## src/rtl/countdown_ctrl_if.sv

```systemverilog
// Control and display bundle between the pushbutton/setting front end and countdown_ctrl.
// master = front end driving triggers and target; slave = the sequencing controller.
interface countdown_ctrl_if #(
  parameter int BCD_BITS = 12
);
  logic                pause_trig;
  logic                restart_trig;
  logic                mode_switch;
  logic                count_up;
  logic [BCD_BITS-1:0] q_target;
  logic [BCD_BITS-1:0] count;
  logic                is_start;
  logic                is_pause;
  logic                is_setting;
  logic                done;
  logic                done_pulse;

  modport master (
    output pause_trig, restart_trig, mode_switch, count_up, q_target,
    input  count, is_start, is_pause, is_setting, done, done_pulse
  );

  modport slave (
    input  pause_trig, restart_trig, mode_switch, count_up, q_target,
    output count, is_start, is_pause, is_setting, done, done_pulse
  );
endinterface

```

## src/rtl/countdown_ctrl.sv

```systemverilog
// Run-state sequencer for the 3-digit BCD stopwatch/countdown: owns the state machine,
// tick prescaler and BCD counter, and drives display value and status flags.
module countdown_ctrl #(
  parameter int TICK_DIV = 100000,
  parameter int BCD_BITS = 12
) (
  input  logic              clk,
  input  logic              rst_n,
  countdown_ctrl_if.slave   bus
);

  localparam int NDIG = BCD_BITS / 4;
  localparam int PW   = (TICK_DIV > 2) ? $clog2(TICK_DIV) : 1;
  localparam logic [PW-1:0] PMAX = PW'(TICK_DIV - 1);

  localparam logic [1:0] ST_START   = 2'd0;
  localparam logic [1:0] ST_PAUSE   = 2'd1;
  localparam logic [1:0] ST_SETTING = 2'd2;
  localparam logic [1:0] ST_DONE    = 2'd3;

  logic [1:0]          state;
  logic [BCD_BITS-1:0] target_reg;
  logic                dir_reg;
  logic [BCD_BITS-1:0] count_r;
  logic [PW-1:0]       presc;
  logic                done_pulse_r;
  logic                tick;
  logic [BCD_BITS-1:0] terminal;
  logic [BCD_BITS-1:0] stepped;

  function automatic logic bcd_valid(input logic [BCD_BITS-1:0] v);
    logic ok;
    ok = 1'b1;
    for (int i = 0; i < NDIG; i++)
      if (v[4*i +: 4] > 4'd9) ok = 1'b0;
    return ok;
  endfunction

  function automatic logic [BCD_BITS-1:0] bcd_dec(input logic [BCD_BITS-1:0] v);
    logic [BCD_BITS-1:0] r;
    logic                borrow;
    r      = v;
    borrow = 1'b1;
    for (int i = 0; i < NDIG; i++) begin
      if (borrow) begin
        if (r[4*i +: 4] == 4'd0) r[4*i +: 4] = 4'd9;
        else begin
          r[4*i +: 4] = r[4*i +: 4] - 4'd1;
          borrow      = 1'b0;
        end
      end
    end
    return r;
  endfunction

  function automatic logic [BCD_BITS-1:0] bcd_inc(input logic [BCD_BITS-1:0] v);
    logic [BCD_BITS-1:0] r;
    logic                carry;
    r     = v;
    carry = 1'b1;
    for (int i = 0; i < NDIG; i++) begin
      if (carry) begin
        if (r[4*i +: 4] == 4'd9) r[4*i +: 4] = 4'd0;
        else begin
          r[4*i +: 4] = r[4*i +: 4] + 4'd1;
          carry       = 1'b0;
        end
      end
    end
    return r;
  endfunction

  assign tick     = (state == ST_START) && (presc == PMAX);
  assign terminal = dir_reg ? target_reg : '0;
  assign stepped  = dir_reg ? bcd_inc(count_r) : bcd_dec(count_r);

  // Reload samples the direction level here; it is ignored at all other times.
  always_ff @(posedge clk or negedge rst_n) begin
    if (!rst_n) begin
      state        <= ST_PAUSE;
      target_reg   <= '0;
      dir_reg      <= 1'b0;
      count_r      <= '0;
      presc        <= '0;
      done_pulse_r <= 1'b0;
    end else begin
      done_pulse_r <= 1'b0;
      presc        <= '0;
      if (bus.mode_switch) begin
        state <= ST_SETTING;
        if (state == ST_SETTING && bcd_valid(bus.q_target)) begin
          target_reg <= bus.q_target;
          count_r    <= bus.q_target;
        end else if (state == ST_SETTING) begin
          count_r    <= target_reg;
        end
      end else if (state == ST_SETTING || (bus.restart_trig)) begin
        state   <= ST_PAUSE;
        dir_reg <= bus.count_up;
        count_r <= bus.count_up ? '0 : target_reg;
      end else begin
        case (state)
          ST_PAUSE: begin
            if (bus.pause_trig) begin
              if (count_r == terminal) begin
                state        <= ST_DONE;
                done_pulse_r <= 1'b1;
              end else begin
                state <= ST_START;
              end
            end
          end
          ST_START: begin
            if (bus.pause_trig) begin
              state <= ST_PAUSE;
            end else if (tick) begin
              count_r <= stepped;
              if (stepped == terminal) begin
                state        <= ST_DONE;
                done_pulse_r <= 1'b1;
              end
            end else begin
              presc <= presc + PW'(1);
            end
          end
          default: ;
        endcase
      end
    end
  end

  assign bus.count      = count_r;
  assign bus.is_start   = (state == ST_START);
  assign bus.is_pause   = (state == ST_PAUSE);
  assign bus.is_setting = (state == ST_SETTING);
  assign bus.done       = (state == ST_DONE);
  assign bus.done_pulse = done_pulse_r;

endmodule

```

## src/flat_wrapper.sv

```systemverilog
// flat-port wrapper written by rule: the top's interface ports become plain ports
module countdown_ctrl_flat 
#(
  parameter int TICK_DIV = 100000,
  parameter int BCD_BITS = 12
)
  (clk, rst_n, bus_pause_trig, bus_restart_trig, bus_mode_switch, bus_count_up, bus_q_target, bus_count, bus_is_start, bus_is_pause, bus_is_setting, bus_done, bus_done_pulse);
  countdown_ctrl_if #(.BCD_BITS(BCD_BITS)) bus_i ();
  input  logic clk;
  input  logic rst_n;
  input wire logic [$bits(bus_i.pause_trig)-1:0] bus_pause_trig;
  input wire logic [$bits(bus_i.restart_trig)-1:0] bus_restart_trig;
  input wire logic [$bits(bus_i.mode_switch)-1:0] bus_mode_switch;
  input wire logic [$bits(bus_i.count_up)-1:0] bus_count_up;
  input wire logic [$bits(bus_i.q_target)-1:0] bus_q_target;
  output wire logic [$bits(bus_i.count)-1:0] bus_count;
  output wire logic [$bits(bus_i.is_start)-1:0] bus_is_start;
  output wire logic [$bits(bus_i.is_pause)-1:0] bus_is_pause;
  output wire logic [$bits(bus_i.is_setting)-1:0] bus_is_setting;
  output wire logic [$bits(bus_i.done)-1:0] bus_done;
  output wire logic [$bits(bus_i.done_pulse)-1:0] bus_done_pulse;
  assign bus_i.pause_trig = bus_pause_trig;
  assign bus_i.restart_trig = bus_restart_trig;
  assign bus_i.mode_switch = bus_mode_switch;
  assign bus_i.count_up = bus_count_up;
  assign bus_i.q_target = bus_q_target;
  assign bus_count = bus_i.count;
  assign bus_is_start = bus_i.is_start;
  assign bus_is_pause = bus_i.is_pause;
  assign bus_is_setting = bus_i.is_setting;
  assign bus_done = bus_i.done;
  assign bus_done_pulse = bus_i.done_pulse;
  countdown_ctrl #(.TICK_DIV(TICK_DIV), .BCD_BITS(BCD_BITS)) u_core (.clk(clk), .rst_n(rst_n), .bus(bus_i));
endmodule
```

## config.mk

```make
export PLATFORM = sky130hd
export DESIGN_NAME = countdown_ctrl_flat
export DESIGN_NICKNAME = d
export VERILOG_FILES = /design/src/rtl/countdown_ctrl_if.sv /design/src/rtl/countdown_ctrl.sv /design/src/flat_wrapper.sv
export SDC_FILE = /design/constraint.sdc
export NUM_CORES = 1
export LEC_CHECK = 0
export ABC_AREA = 1
export CORE_UTILIZATION = 57
export CTS_CLUSTER_SIZE = 16
export DETAILED_ROUTE_END_ITERATION = 8
export HOLD_SLACK_MARGIN = 0.05
export PLACE_DENSITY = 0.88
export SLEW_MARGIN = 30
export SYNTH_ARGS = -nofsm -noshare
export SYNTH_HDL_FRONTEND = slang
export SYNTH_SLANG_ARGS = --single-unit
```

## constraint.sdc

```tcl
create_clock -name clk -period 2.45 [get_ports clk]
set_clock_uncertainty 0.2 [all_clocks]
set_input_delay 0.245 -clock clk [delete_from_list [all_inputs] [get_ports clk]]
set_output_delay 0.245 -clock clk [all_outputs]
set_load 0.02 [all_outputs]
```

After elaboration in Yosys (flattened, before gate mapping) --
Cells that the tools add are included.
Storage, ports and cells: bits of input ports 18, output and inout bits 17, word-level logic and storage cells 96, flip-flop bits (word level) 45
Cells by class: add/subtract/negate cells 7, reduce and logical (&&, ||, !) cells 14, muxes and demuxes 51, eq/ne operators 14, bitwise logic cells 1, order comparisons 3
Operators by type and width (count):
- 12-bit 2-to-1 mux | 10
- 17-bit 2-to-1 mux | 5
- 4-bit 2-to-1 mux | 10
- 12-bit == test | 2
- 17-bit by 1-bit adder with 17-bit output, second input constant | 1
- 17-bit == test, second input constant | 1
- 1-bit 2-to-1 mux | 17
- 2-bit 2-to-1 mux | 7
- 4-bit by 1-bit adder with 4-bit output, second input constant | 3
- 4-bit == test, second input constant | 3
- 4-bit > comparator, second input constant | 3
- 4-bit zero test | 3
- 4-bit by 1-bit subtractor with 4-bit output, second input constant | 3
- 5-bit by 3-bit != test with 1-bit output, second input constant | 2
- 4-bit AND reduction | 2
- 3-bit by 1-bit != test with 1-bit output, second input constant | 2
- 3-bit nonzero test | 2
- 2-bit == test, second input constant | 2
- 4-bit by 3-bit != test with 1-bit output, second input constant | 1
- 2-bit one-hot mux with 2 select lines | 1
- 2-bit AND reduction | 2
- 4-bit nonzero test | 1
- 2-bit by 1-bit == test with 1-bit output, second input constant | 1
- 1-bit logical AND | 2
- other kinds (4) | 4

Logic depth before layout (Yosys ltp) --
Gate-level depths: netlist (run 1).
depth after elaboration 12, depth in mapped cells 17, depth with buffers taken out 17

Worst setup path before layout (run 1) --
No wires, ideal clock.
kind register to register, from reg u_core.count_r[2] (netlist: u_core.bus.count[2]), to reg u_core.state[0], buffers on the path 1, slack 0.428 ns, stages on the path, launching flop included 17, data arrival time 1.762 ns, path through dfrtp_1 -> buf_6 -> nor2_4 -> nand2_2 -> nor2_4 -> inv_2 -> nand2_1 -> nand3_1 -> nand2_1 -> inv_2 -> nor2_2 -> nand3_1 -> nor2_2 -> nand2_2 -> nand2_2 -> nand2_1 -> nand2_1
Between the ends: cells in the longest elaborated chain, start to end 8
RTL lines:
- start: declaration | line countdown_ctrl.sv:24 | logic [BCD_BITS-1:0] count_r;
- start signal: assignment | line countdown_ctrl.sv:93 | count_r <= bus.q_target;
- start signal: assignment | line countdown_ctrl.sv:95 | count_r <= target_reg;
- start signal: assignment | line countdown_ctrl.sv:100 | count_r <= bus.count_up ? '0 : target_reg;
- 4-bit == test or 4-bit zero test (tied branches) | line countdown_ctrl.sv:63, countdown_ctrl.sv:46
- 1-bit 2-to-1 mux (on tied branches) | line countdown_ctrl.sv:63, countdown_ctrl.sv:46
- 1-bit 2-to-1 mux (on tied branches) | line countdown_ctrl.sv:62, countdown_ctrl.sv:45
- 4-bit 2-to-1 mux (on tied branches) | line countdown_ctrl.sv:62, countdown_ctrl.sv:45
- 12-bit 2-to-1 mux | line countdown_ctrl.sv:75 | assign stepped = dir_reg ? bcd_inc(count_r) : bcd_dec(count_r);
- 12-bit == test | line countdown_ctrl.sv:118 | if (stepped == terminal) begin
- 5-bit by 3-bit != test with 1-bit output (no line)
- 4-bit AND reduction (no line)
- end signal: assignment | line countdown_ctrl.sv:80 | state <= ST_PAUSE;
- end signal: assignment | line countdown_ctrl.sv:115 | state <= ST_PAUSE;
- end signal: assignment | line countdown_ctrl.sv:119 | state <= ST_DONE;
- end: declaration | line countdown_ctrl.sv:21 | logic [1:0] state;
Several ways; a longest one is shown, not always the timed one. The select of a mux whose other input is x is not followed. A chain may end at the register's enable or synchronous reset.

Worst setup path in the final report (run 1) --
from reg u_core.count_r[1] (netlist: u_core.bus.count[1]), to reg u_core.state[0]
The elaborated chain is that of the path after synthesis.

==> summary.txt, run 1 <==
Critical path
  • CP endpoint kind: flop
  • Startpoint Class: flop
  • Worst r2r src: u_core.bus.count[1]
  • Worst path max stage delay: 0.46 ns
  • Classification of the worst setup path: flop to flop
  • CP cell instances: inv_1 > nand2_1 > nor2_2 > nand2_1 > xor2_1 > nand2_1 > nand2_1 > nand2_1 > nand4_1 > nor2_2 > nand2_2 > nand2_2 > nand2_1 > nand2_1
  • Critical Path Fanout Max: 5
  • Worst Path Buf+Inv: 1
  • Top delay family on crit path: simple AND/OR/NAND/NOR gates
  • Worst path slowest cell: dfrtp_1
  • Worst EP required: 2.50 ns
  • Worst path arrival time: 2.32 ns
  • Worst setup path startpoint: u_core.bus.count[1]
  • CP most frequent cell: nand2_1

Placed design
  • Number of buffers added on ports: 34
  • Placed Area: 3700 sq um
  • Final Wtd Congestion: 0.968
  • Final HPWL DP: 6490 um
  • Place WS: 0.0311 ns

Synthesis
  • Synth Area in Compound Gates: 13.2%
  • Post-synth ARST share: 100%
  • Synthesis Warnings: 0
  • Adder-Cell Fraction of Synth Area: 0.386%
  • Synth Area in XOR/XNOR: 3.25%
  • Sequential area share after synthesis: 34.8%
  • Netlist cell types: 42
  • Area leader, netlist: dfrtp_1
  • Simple-gate share of the synthesized area: 38.9%
  • Ys flop type: dfrtp_1
  • Post-synth EDFFs: 0
  • Top cell type's share of synthesized area: 34.0%
  • Avg Cell Area, Syn: 6.57 sq um
  • Syn Nets: 512
  • Cells after Synth: 493
  • Mapped cell area: 3240 sq um
  • Largest family of logic cells by synthesized area: simple AND/OR/NAND/NOR gates
  • Largest cells by area after synthesis: dfrtp_1, nand2_1, inv_1
  • Yosys reg bits: 45
  • Post-synthesis mux area share: 0%

Cells and area
  • ANT cells: 0
  • Layout cells sized above 1: 12.1%
  • FF/Latch Area: 1130 sq um
  • Most frequent cells in the layout: nand2_1, inv_1, dfrtp_1, nor2_1, nand3_1
  • Commonest non-fill, non-tap cell in the layout: nand2_1
  • # nets final: 556
  • Post-Layout Inst Area: 3830 sq um
  • Fillers: 455
  • Max reg flops: 17
  • Footprint of the multi-input gates: 1830 sq um
  • P&R area growth vs syn: 18.4%

Hold path
  • Hold wc startpoint: u_core.presc[0]
  • Worst hold path class: flop to flop

Route
  • Routed len/inst: 14.7 um
  • Residual DRC count: 0
  • Initial drt markers: 299
  • Via density: 5.69
  • Overall routed net length: 8950 um
  • DRT antenna net count: 0
  • Drt first pass iters: 5
  • Vias: 3469

CTS
  • Clock tree buffer depth: 2
  • Worst-path clk slew: 0.10 ns
  • Num CTS Buffers: 5
  • Worst skew pair latency: 0.32 ns
  • CTS HTree Levels: 2
  • Clk sinks: 45
  • CTS tree: built
  • Root Buffer: clkbuf_8

Global route
  • Antenna violations before repair: 0
  • Pin count of the biggest net entering global routing: 46
  • Number of global-route vias before repair: 3198
  • First-pass GRT wire length: 14300 um
  • Total GRT Usage: 30.6%
  • Grt total ovfl: 0

Floorplanning
  • DIE HEIGHT: 77.4 um
  • Core area: 5510 sq um
  • FP Rows: 27
  • Die area: 5990 sq um
  • Die width: 77.4 um
  • Initial core utilization: 58.8%
  • Io pins: 35

Timing
  • Slew HR: 60.4%
  • Worst slew pin tran: 0.594 ns
  • Final WS setup: 0.181 ns
  • Final period util: 92.6%
  • Final hold vios: 0
  • RSZ-0062 raised after global routing: no
  • Final setup violating endpoints: 0
  • Fin Setup TNS: 0 ns
  • Achievable frequency: 0.441 GHz
  • Fin Hold WS: 0.266 ns
  • Tmin final: 2.27 ns
  • Max-slew violations: 0

Power
  • Switch Pwr: 1.53 mW
  • Lkg Pwr: 1.77 nW
  • Pwr Density: 844 nW/um^2
  • Int Pwr: 1.71 mW
  • Max rail drop VDD: 0.407 mV
  • Comb pwr share: 49.7%
  • Fraction of power spent switching nets: 47.2%
  • Clock share of power: 15.3%
  • Sequential fraction of design power: 35.1%

Flow run
  • Max-cap viol count: 0

Status
  • Run status: finished, final reports clean
power groups by stage:
| stage | Clock, mW | Combinational, mW | Sequential (mW) |
|---|---|---|---|
| 2_1_floorplan | 0 | 1.02 | 1.15 |
| 3_3_place_gp | 0 | 1.52 | 1.13 |
| 3_5_place_dp | 0 | 1.55 | 1.14 |
| 4_1_cts | 0.499 | 1.56 | 1.12 |
| 5_1_grt | 0.527 | 1.77 | 1.16 |
| 6_report | 0.493 | 1.61 | 1.13 |
metrics by stage:
| stage | total power, mW | utilization [%] | std cells |
|---|---|---|---|
| 4_1_cts | 3.19 | 69.0 | 609 |
| 5_1_grt | 3.45 | 69.6 | 610 |
| 3_3_place_gp | 2.65 | 67.2 | 600 |
| 2_1_floorplan | 2.17 | - | 493 |
| 3_5_place_dp | 2.69 | 67.2 | 600 |
| 6_report | 3.24 | 69.6 | 610 |
Yosys cell counts, types with 2 or more instances:
library cell,count
nand2_1,166
inv_1,55
dfrtp_1,44
nor2_1,42
nand3_1,36
o21ai_0,20
a21oi_1,19
nor2_2,10
xor2_1,10
inv_2,9
nand4_1,7
nor3_1,7
o21ai_1,7
buf_2,6
nand2_2,6
clkbuf_1,5
a22oi_1,4
nor2_4,4
a211oi_1,3
a21oi_2,2
a31oi_1,2
a32oi_1,2
a41oi_1,2
nand3b_1,2
nor3_2,2
nor4_1,2
o211ai_1,2
o21a_1,2
xnor2_1,2
what timing repair did:
item,in CTS,in global routing
endpoints found under the hold margin,44,0
endpoints found under the setup margin,0,6
gates resized for setup,0,8
hold buffers,1,0
buffers inserted,0,1
per-layer routing:
metal  track usage, %  wire length [um]
met5                0                 0
met4             11.9               205
met3             5.41               664
met2             50.6              4260
met1             39.7              3820
kinds of logic (layout without fill, tap and decap cells):
kind of cell,count (synthesis),in the layout
AOI/OAI and AO/OA,71,71
and+or+nand+nor,287,287
buffers and inverters,77,122
adders and majority gates,1,1
xor gates and xnor gates,12,12
DFF,45,45
cell type report:
class	count	share of cell area, %
multi-input cells	371	47.6
flip-flops and latches	45	29.5
repair buffers	49	11.7
inverters	65	6.46
well taps	72	2.35
clock buffers	5	1.79
clock inverters	3	0.555
path summary, 6_finish.rpt:
kind / end / slack, ns / depth (start not counted)
setup / recovery: u_core.state[0] / 0.18 / 14
hold / removal: u_core.presc[0] / 0.27 / 1
setup reg to reg: u_core.state[0] / 0.18 / 14
hold reg to reg: u_core.presc[0] / 0.27 / 1
max in group asynchronous: u_core.bus.count[2] / 1.28 / 3
min in group asynchronous: u_core.presc[2] / 0.34 / 3
No activity file was read; power rests on OpenSTA's default activity.
==> run 2, diff against run 1 <==
GPL_TIMING_DRIVEN = 0   (was default)
clock period = 2.39 ns   (was 2.45 ns; I/O delays follow)
==> run 2 against run 1 <==
Effect of this change:
- via count up 0.20%
- cell area is 1.5% higher
- sequential power about the same
- critical endpoint is now u_core.bus.count[2]
- first-iteration DRC count grew 30%
- critical path depth down 5
- combinational power increased by 6%
- critical path type unchanged
- largest power group unchanged
- hold slack lost 0.015 ns
- sequential cell count is the same
- final cell count grew 0.33%
==> summary.txt, run 2 (synthesized netlist as in run 1, its figures left out) <==
Critical path
  • R2R depth: 9
  • CP Capture Point: u_core.bus.count[2]
  • Reg2reg setup slack: 0.02 ns
  • Worst path arrival time: 2.35 ns
  • Reg-to-Reg End: u_core.bus.count[2]
  • Worst setup path startpoint: u_core.presc[0]
  • Startpoint Class: flop
  • CP endpoint kind: flop
  • Classification of the worst setup path: flop to flop
  • Worst EP required: 2.37 ns
  • Critical Path Fanout Max: 3
  • Worst r2r src: u_core.presc[0]

Route
  • DRT antenna net count: 0
  • Overall routed net length: 9080 um
  • Drt first pass iters: 5
  • Routed len/inst: 14.8 um
  • Via density: 5.68
  • Initial drt markers: 388
  • Residual DRC count: 0
  • Vias: 3476

Hold path
  • Worst hold path class: primary input to async pin

Global route
  • Number of global-route vias before repair: 3211
  • Grt total ovfl: 0
  • Antenna violations before repair: 0
  • First-pass GRT wire length: 14700 um
  • Total GRT Usage: 31.0%
  • Pin count of the biggest net entering global routing: 46

Timing
  • Fin Hold WS: 0.251 ns
  • Achievable frequency: 0.422 GHz
  • Tmin final: 2.37 ns
  • Final period util: 99.1%
  • Max-slew violations: 0
  • Worst slew pin tran: 0.592 ns
  • Final setup violating endpoints: 0
  • Final hold vios: 0
  • Slew HR: 59.5%
  • Final WS setup: 0.0215 ns

Cells and area
  • Max reg flops: 17
  • # nets final: 558
  • Post-Layout Inst Area: 3890 sq um
  • Commonest non-fill, non-tap cell in the layout: nand2_1
  • Most frequent cells in the layout: nand2_1, inv_1, nor2_1, dfrtp_1, nand3_1
  • Layout cells sized above 1: 13.9%
  • ANT cells: 0
  • P&R area growth vs syn: 20.2%
  • Final Util: 70.7%
  • Final Non-Filler Cells: 612

Placed design
  • Placed Area: 3670 sq um
  • Number of buffers added on ports: 34
  • Place WS: -0.353 ns
  • Placed Instances: 599
  • Final HPWL DP: 6570 um
  • Final Wtd Congestion: 0.941

Power
  • Clock share of power: 16.0%
  • Sequential fraction of design power: 33.7%
  • Fraction of power spent switching nets: 47.5%
  • Max rail drop VDD: 0.440 mV
  • Lkg Pwr: 1.78 nW
  • Switch Pwr: 1.61 mW
  • Int Pwr: 1.78 mW
  • Comb pwr share: 50.3%
  • Pwr Density: 871 nW/um^2

Flow run
  • Max-cap viol count: 0

CTS
  • Clock tree buffer depth: 2
  • Worst-path clk slew: 0.10 ns
  • Worst skew pair latency: 0.31 ns
  • Clk sinks: 45
  • Num CTS Buffers: 5
  • CTS HTree Levels: 2
  • Root Buffer: clkbuf_8
  • CTS tree: built

Floorplanning
  • Core area: 5510 sq um
  • DIE HEIGHT: 77.4 um
  • Io pins: 35
  • Die area: 5990 sq um
  • FP Rows: 27
  • Initial core utilization: 58.8%
  • Die width: 77.4 um

Status
  • Run status: finished, final reports clean
run 2: changes by cell type in the layout (fill, tap and decap cells not counted), moves of 2 or more:
| cell | previous run | this run |
|---|---|---|
| buf_4 | 14 | 7 |
| dfrtp_1 | 42 | 38 |
| dfrtp_2 | 2 | 6 |
| buf_2 | 1 | 4 |
| clkbuf_1 | 0 | 3 |
| nor2_1 | 41 | 39 |
run 2: timing repair:
| action | in CTS | in global routing |
|---|---|---|
| hold buffers | 1 | 0 |
| pin swaps | 0 | 4 |
| gates resized for setup | 0 | 27 |
| endpoints found under the setup margin | 2 | 14 |
| setup buffers | 0 | 5 |
| endpoints found under the hold margin | 44 | 0 |
run 2: per-stage QoR:
stage	power, mW	TNS, ns
2_1_floorplan	2.23	0
3_3_place_gp	2.69	-17.80
3_5_place_dp	2.72	-3.55
4_1_cts	3.27	0
5_1_grt	3.64	-0.110
6_report	3.39	0
run 2: critical path, cell delays in order (launching register included):
cell	delay, ns
dfrtp_1	0.40
ha_1	0.22
nand3_2	0.12
nor2_4	0.16
buf_4	0.14
nand3_1	0.08
nand2_1	0.13
nand2_1	0.12
a2111oi_0	0.56
a21oi_1	0.10
run 2: worst min-delay path by stage:
| stage | startpoint | endpoint | slack, ns | cells past startpoint |
|---|---|---|---|---|
| global placement | u_core.presc[0] | u_core.presc[0] | 0.25 | 1 |
| floorplan | rst_n | u_core.bus.count[0] | -0.26 | 0 |
| finish | rst_n | u_core.target_reg[3] | 0.25 | 2 |
| CTS | rst_n | u_core.target_reg[4] | 0.28 | 2 |
| global route | rst_n | u_core.target_reg[5] | 0.32 | 2 |
| detailed placement | rst_n | u_core.target_reg[4] | 0.08 | 1 |
run 2: layout make-up:
class	instances	area (sq um)
plain buffers	11	62.6
clock buffers	5	68.8
clock inverters	3	28.8
fillers	463	1620
inverters	65	248
multi-input cells	371	1870
flip-flops and latches	45	1130
well taps	72	90.1
repair buffers	40	385
run 2: power by group through the flow:
| stage | logic [mW] | registers [mW] | clock network [mW] |
|---|---|---|---|
| after global placement | 1.56 | 1.13 | 0 |
| after floorplan | 1.05 | 1.18 | 0 |
| after detailed placement | 1.59 | 1.14 | 0 |
| final | 1.71 | 1.14 | 0.543 |
| after CTS | 1.60 | 1.12 | 0.546 |
| after global routing | 1.90 | 1.16 | 0.581 |
run 2: per-layer routing:
layer | vias up | wire, um | global-route usage, %
li1 | 1683 | - | -
met5 | - | 0 | 0
met4 | 0 | 223 | 10.2
met1 | 1595 | 3700 | 39.8
met2 | 177 | 4440 | 53.1
met3 | 21 | 714 | 4.82
==> run 3, diff against run 2 <==
PLACE_DENSITY = 0.8   (was 0.88)
==> run 3 against run 2 <==
Effect of this change:
- sequential cell count unchanged
- first-iteration DRC count decreased by 28%
- hold slack improved by 0.019 ns
- cell area decreased by 2.0%
- register-to-register slack improved by 0.10 ns
- core utilization decreased by 1.4 points
==> summary.txt, run 3 (synthesized netlist as in run 1, its figures left out) <==
Timing
  • Final hold vios: 0
  • Tmin final: 2.27 ns
  • Fin Setup TNS: 0 ns
  • Max-slew violations: 0
  • Final setup violating endpoints: 0
  • Final WS setup: 0.122 ns
  • Final period util: 94.9%
  • RSZ-0062 raised after global routing: yes
  • Achievable frequency: 0.441 GHz
  • Worst slew pin tran: 0.666 ns
  • Slew HR: 55.6%

Critical path
  • Worst EP required: 2.43 ns
  • Startpoint Class: flop
  • Critical Path Fanout Max: 5
  • CP endpoint kind: flop
  • Classification of the worst setup path: flop to flop
  • R2R depth: 12
  • Worst path arrival time: 2.31 ns

Global route
  • Grt total ovfl: 0
  • M2 GR Usage: 48.7%
  • Number of global-route vias before repair: 3070
  • GR peak layer: met2
  • GR Layer Usage met1: 43.4%
  • Antenna violations before repair: 0
  • First-pass GRT wire length: 14400 um
  • GR Util met3: 4.12%
  • Total GRT Usage: 30.9%
  • Pin count of the biggest net entering global routing: 46

CTS
  • CTS HTree Levels: 2
  • Root Buffer: clkbuf_8
  • Num CTS Buffers: 5
  • Worst-path clk slew: 0.09 ns
  • Worst skew pair latency: 0.30 ns
  • Clk sinks: 45
  • Clock tree buffer depth: 2
  • CTS tree: built

Route
  • Residual DRC count: 0
  • DRT antenna net count: 0
  • Overall routed net length: 8840 um
  • Drt first pass iters: 5
  • Routed len/inst: 14.6 um
  • Via density: 5.63
  • Initial drt markers: 281
  • Vias: 3418

Cells and area
  • P&R area growth vs syn: 17.8%
  • Most frequent cells in the layout: nand2_1, inv_1, dfrtp_1, nor2_1, nand3_1
  • Post-Layout Inst Area: 3810 sq um
  • # nets final: 553
  • Commonest non-fill, non-tap cell in the layout: nand2_1
  • Layout cells sized above 1: 11.2%
  • ANT cells: 0
  • Max reg flops: 17

Status
  • Run status: finished, final reports clean

Placed design
  • Number of buffers added on ports: 34
  • Place WS: -0.393 ns
  • Final HPWL DP: 6540 um
  • Placed Area: 3670 sq um
  • Final Wtd Congestion: 0.913

Power
  • Pwr Density: 863 nW/um^2
  • Lkg Pwr: 1.73 nW
  • Max rail drop VDD: 0.465 mV

Floorplanning
  • Initial core utilization: 58.8%
  • FP Rows: 27
  • Die area: 5990 sq um
  • DIE HEIGHT: 77.4 um
  • Die width: 77.4 um
  • Core area: 5510 sq um
  • Io pins: 35

Hold path
  • Hold Path Cell Cnt: 1
  • Worst hold path class: flop to flop

Flow run
  • Max-cap viol count: 0
-- run 3: cell count changes in the layout (fill, tap and decap cells not counted), moves of 2 or more --
cell and change:
buf_4 -6, clkinvlp_4 +2, dfrtp_2 -4, inv_6 -2, dfrtp_1 +4
-- run 3: worst paths after layout --
path | startpoint | end | slack, ns
min in group asynchronous | rst_n | u_core.target_reg[4] | 0.28
worst min register to register | u_core.presc[0] | u_core.presc[0] | 0.27
worst min-delay path | u_core.presc[0] | u_core.presc[0] | 0.27
worst max register to register | u_core.presc[0] | u_core.presc[16] | 0.12
max in group asynchronous | rst_n | u_core.bus.count[0] | 1.28
worst max-delay path | u_core.presc[0] | u_core.presc[16] | 0.12
-- run 3: metal layers --
layer | wire length, um | up-vias
met5 | 0 | -
met3 | 609 | 23
met1 | 4000 | 1560
met4 | 226 | 0
li1 | - | 1671
met2 | 4010 | 164
-- run 3: repair_timing --
action,in CTS,in global routing
buffers inserted,0,0
setup endpoints to repair,9,19
resized for setup,1,15
hold buffers,1,0
pin swaps,0,0
gates cloned,0,0
hold endpoints to repair,44,0
-- run 3: worst max-delay path, stage by stage (launching register included) --
cell and delay [ns]:
dfrtp_1 0.38, ha_1 0.20, nand3_1 0.15, nor2_4 0.18, inv_2 0.06, nor3_2 0.14
nand2_1 0.12, nor3_1 0.14, nand2_1 0.11, nor2_1 0.17, nand2_1 0.10, a21oi_1 0.13
o21a_1 0.12
-- run 3: cell type report --
cell class                      count  area (sq um)
Timing Repair Buffer               35           348
Multi-Input combinational cell    371          1850
Buffer                             11          60.1
Clock inverter                      2          15.0
Clock buffer                        6          72.6
Inverter                           65           248
Fill cell                         491          1690
Tap cell                           72          90.1
Sequential cell                    45          1130
-- run 3: where the power goes --
group | internal [mW] | switching, mW | total (mW)
combinational | 0.613 | 1.07 | 1.68
clock | 0.206 | 0.269 | 0.475
sequential | 0.920 | 0.214 | 1.13
-- run 3: metrics by stage --
step           hold WS (ns)  cells  util [%]  total power [mW]
3_3_place_gp          0.250    599      66.6              2.69
6_report              0.270    607      69.3              3.29
4_1_cts               0.273    607      68.4              3.22
2_1_floorplan        -0.257    493         -              2.23
3_5_place_dp         0.0815    599      66.6              2.73
5_1_grt               0.304    607      69.3              3.53
